## config.mk

```make
export PLATFORM = sky130hd
export DESIGN_NAME = ex_mem_skid
export DESIGN_NICKNAME = d
export VERILOG_FILES = /design/src/rtl/ex_mem_skid.sv
export SDC_FILE = /design/constraint.sdc
export NUM_CORES = 1
export LEC_CHECK = 0
export BUFFER_PORTS_ARGS = -buffer_cell sky130_fd_sc_hd__buf_2
export CAP_MARGIN = 5
export CORE_MARGIN = 4
export CORE_UTILIZATION = 30
export DETAILED_ROUTE_END_ITERATION = 8
export GPL_TIMING_DRIVEN = 0
export HOLD_SLACK_MARGIN = 0.08
export SLEW_MARGIN = 30
export SYNTH_ARGS = -nofsm -noshare
export SYNTH_HDL_FRONTEND = slang
export SYNTH_SLANG_ARGS = --single-unit
```

## constraint.sdc

```tcl
create_clock -name clk_i -period 2.5 [get_ports clk_i]
set_input_delay 0.125 -clock clk_i [delete_from_list [all_inputs] [get_ports clk_i]]
set_output_delay 0.125 -clock clk_i [all_outputs]
set_load 0.02 [all_outputs]
```

## src/rtl/ex_mem_skid.sv

```systemverilog
// EX->MEM pipeline stage: a 2-entry skid buffer (main entry M drives MEM, skid entry S)
// under a valid/ready handshake with a synchronous flush. ex_ready is purely registered.
module ex_mem_skid #(
  parameter int XLEN       = 32,
  parameter int REG_ADDR_W = 5,
  parameter int OP_W       = 7,
  parameter int F3_W       = 3
) (
  input  logic                  clk_i,
  input  logic                  rst_ni,
  input  logic                  flush_i,
  input  logic                  ex_valid_i,
  output logic                  ex_ready_o,
  input  logic [REG_ADDR_W-1:0] ex_wd_i,
  input  logic                  ex_wreg_i,
  input  logic [XLEN-1:0]       ex_wdata_i,
  input  logic [OP_W-1:0]       ex_op_i,
  input  logic [F3_W-1:0]       ex_funct3_i,
  input  logic [XLEN-1:0]       ex_mem_addr_i,
  input  logic [XLEN-1:0]       ex_reg_i,
  output logic                  mem_valid_o,
  input  logic                  mem_ready_i,
  output logic [REG_ADDR_W-1:0] mem_wd_o,
  output logic                  mem_wreg_o,
  output logic [XLEN-1:0]       mem_wdata_o,
  output logic [OP_W-1:0]       mem_op_o,
  output logic [F3_W-1:0]       mem_funct3_o,
  output logic [XLEN-1:0]       mem_mem_addr_o,
  output logic [XLEN-1:0]       mem_reg_o,
  output logic                  stall_req_o
);

  localparam logic [REG_ADDR_W-1:0] NULL_REG_ADDR = '0;
  localparam logic                  DISABLED      = 1'b0;
  localparam logic [XLEN-1:0]       ZERO_WORD     = '0;
  localparam logic [OP_W-1:0]       NOP_CODE      = '0;
  localparam logic [F3_W-1:0]       NULL_FUNCT3   = '0;

  localparam int PW = REG_ADDR_W + 1 + XLEN + OP_W + F3_W + XLEN + XLEN;
  localparam logic [PW-1:0] BUBBLE = {NULL_REG_ADDR, DISABLED, ZERO_WORD, NOP_CODE,
                                      NULL_FUNCT3, ZERO_WORD, ZERO_WORD};

  // State encoding is {M.valid, S.valid}; 2'b01 is never produced.
  typedef enum logic [1:0] {
    EMPTY = 2'b00,
    ONE   = 2'b10,
    FULL  = 2'b11
  } state_e;

  state_e          state_q, state_d;
  logic [PW-1:0]   m_q, m_d;
  logic [PW-1:0]   s_q, s_d;
  logic [PW-1:0]   ex_payload;
  logic            accept;
  logic            emit;

  assign ex_payload = {ex_wd_i, ex_wreg_i, ex_wdata_i, ex_op_i, ex_funct3_i,
                       ex_mem_addr_i, ex_reg_i};

  assign mem_valid_o = state_q[1];
  assign ex_ready_o  = ~state_q[0];
  assign stall_req_o = ex_valid_i & ~ex_ready_o;
  assign accept      = ex_valid_i & ex_ready_o;
  assign emit        = mem_valid_o & mem_ready_i;

  assign {mem_wd_o, mem_wreg_o, mem_wdata_o, mem_op_o, mem_funct3_o,
          mem_mem_addr_o, mem_reg_o} = m_q;

  always_ff @(posedge clk_i or negedge rst_ni) begin
    if (!rst_ni) begin
      state_q <= EMPTY;
      m_q     <= BUBBLE;
      s_q     <= BUBBLE;
    end else begin
      state_q <= state_d;
      m_q     <= m_d;
      s_q     <= s_d;
    end
  end

  // Invalid entries are always rewritten to BUBBLE so mem_wreg can never leak a stale write.
  always_comb begin
    state_d = state_q;
    m_d     = m_q;
    s_d     = s_q;
    if (flush_i) begin
      state_d = EMPTY;
      m_d     = BUBBLE;
      s_d     = BUBBLE;
    end else begin
      case (state_q)
        EMPTY: begin
          if (accept) begin
            m_d     = ex_payload;
            state_d = ONE;
          end
        end
        ONE: begin
          if (accept && emit) begin
            m_d = ex_payload;
          end else if (accept) begin
            s_d     = ex_payload;
            state_d = FULL;
          end else if (emit) begin
            m_d     = BUBBLE;
            state_d = EMPTY;
          end
        end
        FULL: begin
          if (emit) begin
            m_d     = s_q;
            s_d     = BUBBLE;
            state_d = ONE;
          end
        end
        default: begin
          state_d = EMPTY;
          m_d     = BUBBLE;
          s_d     = BUBBLE;
        end
      endcase
    end
  end

endmodule
```

==> flow_summary.ini, run 1 <==
[synthesis]
syn_area_um2 = 10100
syn_avg_cell_area_um2 = 11.3
synthFlopType = dfrtp_1
syn_nets = 1014
synth_edf_count = 0
yosysUniqueCellTypes = 27
ys_seq_area_share_pct = 56.2
synthCells = 893
ys_async_sr_fraction_pct = 100
ys.warnings.count = 0
yosys_register_bits = 226

[timing]
drv_slew = 0
fin_skew_ps = 21.4
rsz0062_at_grt = false
fin_hold_ws_ps = 148
tns_ps = 0
tightest_slew_ps = 580
fin_crit_ps = 2250
fmax_mhz = 444
setup_viol = 0
final_hold_viol_count = 0
period_share_pct = 90.2
relSlewSlack_pct = 61.3

[placed_design]
gp_congestion = 0.767
place_inst = 1567
postPlaceCellArea_um2 = 11800
port_buffers = 230
place_hpwl_mm = 20.3

[final_layout]
nFillCells = 3121
layout_common_cells = 245 x buf_2, 226 x dfrtp_1, 115 x inv_1, 114 x nand2_1
syn_to_final_growth_pct = 39.0
layout_commonest_cell = buf_2
final_cells = 1731
multi_input_area_um2 = 3570
regArea_um2 = 5660
fin_nets = 1388
drive_gt1_share_pct = 26.2
final_cell_area_um2 = 14000

[job]
max_cap_violations = 0

[route]
wirelength_mm = 31.1
dr.pass1.iters = 5
via_per_inst = 4.73
drc = 0
route.vias.total = 8192
routedWlPerCell_um = 18.0
drt-initial-drc-count = 281
antenna_left = 0

[power]
p_leak_nw = 6.98
ir_drop_mv = 0.463
power.density_nw_per_um2 = 1060

[die]
die_y_um = 191
row_count = 66
die-area_um2 = 36500
coreArea_um2 = 32800
start_util_pct = 30.7
fp.dieW_um = 191
io_pins = 232

[global_route]
grt_pass1_vias = 8766
overflow = 0
grt_max_degree = 79
grt_pass1_wl_mm = 49.1
antenna_found_initial = 2
grt_use_total_pct = 16.7

[clock_network]
clk_pin_slew_ps = 60
cts_buffers = 27
cts.sinks = 226
cts_tree = yes
insertion_delay_ps = 540
cts_max_path_buffers = 3
ctsRootBufferMaster = clkbuf_16
cts.htree.levels = 1

[critical_path]
crit_required_ps = 2950
cp-start-kind = flop
arrival_ps = 2710
cp-end-kind = flop
r2r_cells = 8
worst-path-max-fanout = 10
worstSetupPathType = flop to flop

[worst_hold_path]
min_path_type = input pin to asynchronous set/reset pin

[outcome]
status = finished, final reports clean
## synth_stat cells (all sizes together), types with 3 or more instances
cell / instances / area (um2)
nand2b: 4 / 25.0
a22oi: 112 / 841
nand2: 115 / 434
clkbuf: 36 / 135
mux2i: 113 / 1130
inv: 116 / 435
a21oi: 3 / 15.0
nor2: 3 / 11.3
ha: 4 / 50.1
buf: 39 / 270
dfrtp: 226 / 5660
o2bb2ai: 112 / 981
## through the flow
step / power, mW / utilization (%) / setup WS, ps
floorplan: 8.53 / - / 609
global placement: 10.4 / 35.9 / -2910
detailed placement: 10.5 / 36.1 / -232
CTS: 15.1 / 42.6 / 8.62
global route: 15.8 / 42.7 / 14.6
finish: 14.8 / 42.7 / 246
## repair_timing
action                                  4_1_cts  5_1_grt
cloned                                        0        0
endpoints found under the hold margin       335        0
resized for setup                             3       30
hold buffers                                113        0
buffers inserted                              0        0
endpoints found under the setup margin       80      138
## final timing paths
kind,startpoint,end,slack [ps]
max,state_q[0],s_q[87],250
min,rst_ni,s_q[43],150
max reg2reg,state_q[0],s_q[87],250
min reg2reg,m_q[93],m_q[93],480
max in group asynchronous,rst_ni,m_q[15],1170
min in group clk_i,flush_i,state_q[1],180
## worst max-delay path, stage by stage (launching register included)
cell	delay, ps
dfrtp_1	430
inv_1	160
ha_1	250
inv_2	70
nor2_1	350
buf_4	330
clkbuf_2	330
nand2_1	90
mux2i_1	160
## state kept, by name, summed over array words and instances, names as in the netlist
signal,count
m_q,112
state_q,2
s_q,112
## area by class of cell
cell class              instances  share of cell area [%]
flip-flops and latches        226                    40.4
multi-input cells             476                    25.5
repair buffers                345                    16.8
clock buffers                  37                    5.67
well taps                     442                    3.95
inverters                     116                    3.11
plain buffers                  75                    3.09
clock inverters                13                    1.41
diodes                          1                  0.0179
## cells by family (layout without fill, tap and decap cells)
kind of cell	after synthesis	in the layout	synth area share (%)
multiplexers	114	114	11.3
flip-flops	226	226	56.2
buffers and inverters	191	586	8.35
other	0	1	0
adder cells (fa/ha/maj)	4	4	0.497
AO/OA/AOI/OAI	233	233	18.8
AND/OR/NAND/NOR	125	125	4.85
## metal layers
metal | up-vias | wire length [um] | track usage (%)
li1 | 3888 | - | -
met1 | 4059 | 14400 | 23.3
met2 | 202 | 14600 | 27.5
met3 | 41 | 1540 | 2.79
met4 | 2 | 516 | 3.45
met5 | - | 13 | 0
## power breakdown
group	switching [mW]	leakage [nW]	internal [mW]	total (mW)
sequential	0.548	3.08	4.59	5.14
clock	1.60	0.495	2.73	4.33
combinational	3.42	3.41	1.96	5.38
total	5.56	6.98	9.28	14.8
No activity file was read; power rests on OpenSTA's default activity.
==> run 2, diff against run 1 <==
ABC_AREA = 1   (was not set)
MAX_ROUTING_LAYER = met4   (was not set)
==> run 2 against run 1 <==
Via count grew 61%. Global-route usage grew 1.9 points. Clock power shrank 4.8%. Setup slack lost 31 ps. Core utilization shrank 2.7 points. Routed wire length grew 38%. Hold slack gained 16 ps. Maximum frequency shrank 1.4%. Largest cell class is now multi-input combinational cells.
==> flow_summary.ini, run 2 <==
[die]
io_pins = 232
coreArea_um2 = 42200
start_util_pct = 30.5
die_y_um = 215
die-area_um2 = 46300
fp.dieW_um = 215
row_count = 75

[power]
power.density_nw_per_um2 = 994
p_switching_mw = 7.26
seqPwrFrac_pct = 31.5
p_comb_share_pct = 43.9
swShare_pct = 43.3
ir_drop_mv = 0.554
intPower_mw = 9.51
clock_power_share_pct = 24.6
p_leak_nw = 10.1
design_power_total_mw = 16.8

[synthesis]
synth_edf_count = 0
synth_top_cell_by_area = dfrtp_1
synth_common_cells = 1041 x nand2_1, 230 x nand3_1, 226 x dfrtp_1, 143 x inv_1, 114 x nor2_1
yosysMostFrequentCell = nand2_1
syn_area_um2 = 12900
synthFlopType = dfrtp_1
syn_avg_cell_area_um2 = 6.59
ys.warnings.count = 0
syn_nets = 2076
ys_async_sr_fraction_pct = 100
ys_seq_area_share_pct = 43.9
yosysUniqueCellTypes = 20
synth_top_area_share_pct = 43.9
yosys_register_bits = 226
synth_area_leaders = dfrtp_1 44%, nand2_1 30%, nand3_1 8.9%
synthCells = 1955

[timing]
tightest_slew_ps = 727
drv_slew = 0
fin_skew_ps = 11.4
fin_crit_ps = 2290
fmax_mhz = 438
final_hold_viol_count = 0
fin_hold_ws_ps = 164
rsz0062_at_grt = false
setup_viol = 0
relSlewSlack_pct = 51.5
period_share_pct = 91.4

[clock_network]
clk_pin_slew_ps = 60
ctsRootBufferMaster = clkbuf_16
cts.sinks = 226
cts_max_path_buffers = 3
cts_tree = yes
insertion_delay_ps = 550
cts_buffers = 29
cts.htree.levels = 1

[critical_path]
critPathLaunch = state_q[1]
r2r_cells = 7
critPathMaxStageDelay_ps = 460
crit_slowest_cell = buf_2
cp-end-kind = flop
cp_top_family = buffers and inverters
rr_startpoint = state_q[1]
path_buf_inv = 3
reg2reg_to = m_q[18]
arrival_ps = 2780
worstSetupPathType = flop to flop
cp-endpoint = m_q[18]
rrSetupSlack_ps = 210
cp-start-kind = flop
path_depth = 7
crit_chain = inv_1 -> ha_1 -> nor2_2 -> buf_2 -> clkbuf_1 -> nand3_1 -> nand2_1
crit_required_ps = 2990
worst-path-max-fanout = 10

[route]
routedWlPerCell_um = 14.8
drc = 0
via_per_inst = 4.55
wirelength_mm = 42.9
dr.pass1.iters = 5
drt-initial-drc-count = 756
antenna_left = 0
route.vias.total = 13200

[final_layout]
layout_common_cells = 1041 x nand2_1, 290 x buf_2, 229 x nand3_1, 226 x dfrtp_1, 143 x inv_1
reg_top3 = m_q x112, s_q x112, state_q x2
fin_nets = 2453
drive_gt1_share_pct = 16.2
syn_to_final_growth_pct = 30.9
final_core_util_pct = 39.9
layout_commonest_cell = nand2_1
final_cells = 2893

[job]
max_cap_violations = 0

[placed_design]
place_hpwl_mm = 29.8
place_inst = 2726
gp_congestion = 0.829
port_buffers = 230

[global_route]
grt_pass1_wl_mm = 68.6
antenna_found_initial = 1
overflow = 0
grt_use_total_pct = 18.5
grt_max_degree = 82
grt_pass1_vias = 12900

[worst_hold_path]
min_path_type = input pin to asynchronous set/reset pin

[outcome]
status = finished, final reports clean
==> run 2: cell types whose count changed in the layout (fill, tap and decap cells not counted), moves of 5 or more <==
cell       previous run  this run
inv_1               115       143
nand3_1               0       229
nand2_1             114      1041
buf_4                10        15
clkbuf_2             17         3
nor2_1                2       114
mux2i_1             113         0
a22oi_1             112         0
clkbuf_1             24        51
o21bai_1              0        44
o2bb2ai_1           112         0
buf_2               245       290
==> run 2: worst min path at each step <==
stage,start,endpoint,slack [ps]
2_1_floorplan,rst_ni,m_q[0],-170
3_3_place_gp,m_q[43],m_q[43],460
4_1_cts,rst_ni,s_q[9],160
5_1_grt,rst_ni,s_q[29],220
3_5_place_dp,rst_ni,m_q[33],160
6_report,rst_ni,m_q[33],160
==> run 2: what timing repair did <==
action | in CTS | in global routing
resized for setup | 0 | 9
hold buffers | 114 | 0
buffers inserted | 0 | 0
endpoints found under the hold margin | 310 | 0
setup endpoints to repair | 0 | 71
==> run 2: power groups by stage <==
stage / logic, mW / registers (mW) / clock network [mW]
2_1_floorplan: 4.04 / 6.04 / 0
3_3_place_gp: 7.18 / 5.31 / 0
3_5_place_dp: 7.25 / 5.33 / 0
4_1_cts: 7.43 / 5.28 / 4.26
5_1_grt: 8.26 / 5.42 / 4.39
6_report: 7.37 / 5.28 / 4.12
==> run 2: kinds of logic (layout without fill, tap and decap cells) <==
group,count (synthesis),count (layout),share of synthesized area (%)
simple gates,1393,1393,43.1
buf+inv,284,682,9.84
flops,226,226,43.9
compound gates,48,48,2.81
fa+ha+maj,4,4,0.388
other cells,0,1,0
==> run 2: final cells by class <==
cell class	count	area [um2]
timing repair buffer	346	2360
sequential	226	5660
clock buffer	45	876
antenna	1	2.50
fill	4409	25400
inverter	149	562
multi-input combinational	1445	5970
clock inverter	7	60.1
tap	539	674
buffer	135	714
==> run 2: metal layers <==
metal | track usage, % | up-vias | share of wire, %
met5 | - | - | 0
met4 | 4.75 | 0 | 2.8
met3 | 2.73 | 72 | 5.7
met2 | 30.2 | 419 | 46
met1 | 24.4 | 5977 | 46
li1 | - | 6706 | -
==> run 2: stage by stage <==
step | area [um2] | TNS, ps | worst slack (ps)
global placement | 14700 | -651570 | -2920
finish | 16900 | 0 | 215
CTS | 16900 | 0 | 53.9
floorplan | 12900 | 0 | 657
detailed placement | 14800 | 0 | 37.0
global route | 16900 | 0 | 5.64
==> run 3, diff against run 2 <==
PLACE_DENSITY_LB_ADDON = 0.1   (was not set)
==> run 3 against run 2 <==
Sequential power barely moved. Routed wire length rose by 1.8%. First-iteration DRC count rose by 14%. Sequential share of layout area fell by 0.22 points. Maximum frequency rose by 1.3%. Clock power rose by 10%. Combinational power barely moved. Clock-buffer cell count rose by 1. Critical path type unchanged. Critical endpoint is now m_q[86]. Largest cell class unchanged. Highest routed layer unchanged.
==> flow_summary.ini, run 3 (synthesized netlist as in run 2, its figures left out) <==
[die]
fp.dieW_um = 215
die_y_um = 215
die-area_um2 = 46300
coreArea_um2 = 42200
start_util_pct = 30.5
io_pins = 232
row_count = 75

[final_layout]
nFillCells = 4484
drive_gt1_share_pct = 16.3
final_cell_area_um2 = 17000
fin_nets = 2454
layout_commonest_cell = nand2_1
final_core_util_pct = 40.2
syn_to_final_growth_pct = 31.8
layout_common_cells = 1041 x nand2_1, 290 x buf_2, 230 x nand3_1, 226 x dfrtp_1, 143 x inv_1
reg_top3 = m_q x112, s_q x112, state_q x2

[timing]
drv_slew = 0
setup_viol = 0
fin_crit_ps = 2260
rsz0062_at_grt = false
fmax_mhz = 443
final_hold_viol_count = 0
period_share_pct = 90.2
tns_ps = 0
relSlewSlack_pct = 54.6
fin_skew_ps = 10.3
tightest_slew_ps = 681

[global_route]
grt_pass1_vias = 13200
antenna_found_initial = 2
grt_use_total_pct = 19.3
grt_max_degree = 80
grt_pass1_wl_mm = 71.2
overflow = 0

[critical_path]
worst-path-max-fanout = 10
crit_required_ps = 3000
arrival_ps = 2760
crit_chain = inv_1 -> ha_1 -> buf_2 -> buf_2 -> clkbuf_1 -> nand2_1 -> nand2_1 -> o21bai_1 -> nand3_1 -> nand2_1
cp-start-kind = flop
crit_slowest_cell = dfrtp_1
critPathLaunch = state_q[1]
cp_top_family = buffers and inverters
rr_startpoint = state_q[1]
worstSetupPathType = flop to flop
r2r_cells = 10
critPathMaxStageDelay_ps = 460
cp-end-kind = flop
cp-endpoint = m_q[86]
crit_top_cell = nand2_1
path_buf_inv = 4
path_depth = 10
rrSetupSlack_ps = 240
reg2reg_to = m_q[86]

[placed_design]
port_buffers = 230
place_hpwl_mm = 30.5
postPlaceCellArea_um2 = 14800
gp_congestion = 0.819

[job]
max_cap_violations = 0

[route]
dr.pass1.iters = 7
via_per_inst = 4.48
antenna_left = 0
drc = 0
drt-initial-drc-count = 860
route.vias.total = 13000
routedWlPerCell_um = 15.1
wirelength_mm = 43.6

[power]
p_leak_nw = 10.2
ir_drop_mv = 0.497
design_power_total_mw = 17.2
power.density_nw_per_um2 = 1010

[worst_hold_path]
min_path_type = input pin to asynchronous set/reset pin

[clock_network]
ctsRootBufferMaster = clkbuf_16
cts_tree = yes
cts_max_path_buffers = 3
cts.sinks = 226
cts.htree.levels = 1
cts_buffers = 30
clk_pin_slew_ps = 60
insertion_delay_ps = 570

[outcome]
status = finished, final reports clean
[run 3: worst min path at each step]
stage	end	cells past startpoint	startpoint	slack, ps
after floorplan	m_q[0]	0	rst_ni	-170
after global placement	m_q[42]	2	m_q[42]	460
after detailed placement	m_q[102]	1	rst_ni	170
after CTS	state_q[1]	6	mem_ready_i	140
after global routing	m_q[105]	2	rst_ni	200
final	m_q[105]	2	rst_ni	140
[run 3: routing by layer]
| layer | global-route usage [%] | share of wire (%) | routed length [um] |
|---|---|---|---|
| met1 | 25.9 | 48 | 20800 |
| met2 | 31.1 | 46 | 20000 |
| met3 | 2.92 | 4.9 | 2120 |
| met4 | 4.06 | 1.8 | 769 |
| met5 | - | 0 | 0 |
[run 3: stage by stage]
stage / instances / hold WS [ps] / setup WS [ps]
after floorplan: 1955 / -171 / 657
after global placement: 2724 / 459 / -3190
after detailed placement: 2726 / 167 / 194
after CTS: 2895 / 135 / 182
after global routing: 2897 / 199 / 23.4
final: 2897 / 139 / 244
[run 3: power breakdown]
part / switching [mW] / internal (mW) / total (mW)
sequential: 0.585 / 4.70 / 5.29
combinational: 5.02 / 2.32 / 7.34
clock: 1.70 / 2.85 / 4.55
total: 7.31 / 9.87 / 17.2
[run 3: worst register-to-register path, delay by kind of cell (launching register included)]
family	cells	cell delay, ps
buffers and inverters	4	1100
adder cells (fa/ha/maj)	1	150
AO/OA/AOI/OAI	1	130
AND/OR/NAND/NOR	4	350
flip-flops	1	460
[run 3: layout make-up]
cell class	instances	area (um2)	share of cell area, %
Inverter	149	562	3.31
Buffer	135	711	4.19
Clock inverter	9	123	0.722
Tap cell	539	674	3.97
Antenna cell	2	5.00	0.0295
Multi-Input combinational cell	1445	5960	35.1
Timing Repair Buffer	346	2360	13.9
Sequential cell	226	5660	33.3
Clock buffer	46	932	5.49
[run 3: what timing repair did]
item | CTS | global route
resized for setup | 0 | 2
hold buffers | 114 | 0
hold endpoints to repair | 300 | 0
setup buffers | 0 | 0
endpoints found under the setup margin | 0 | 6
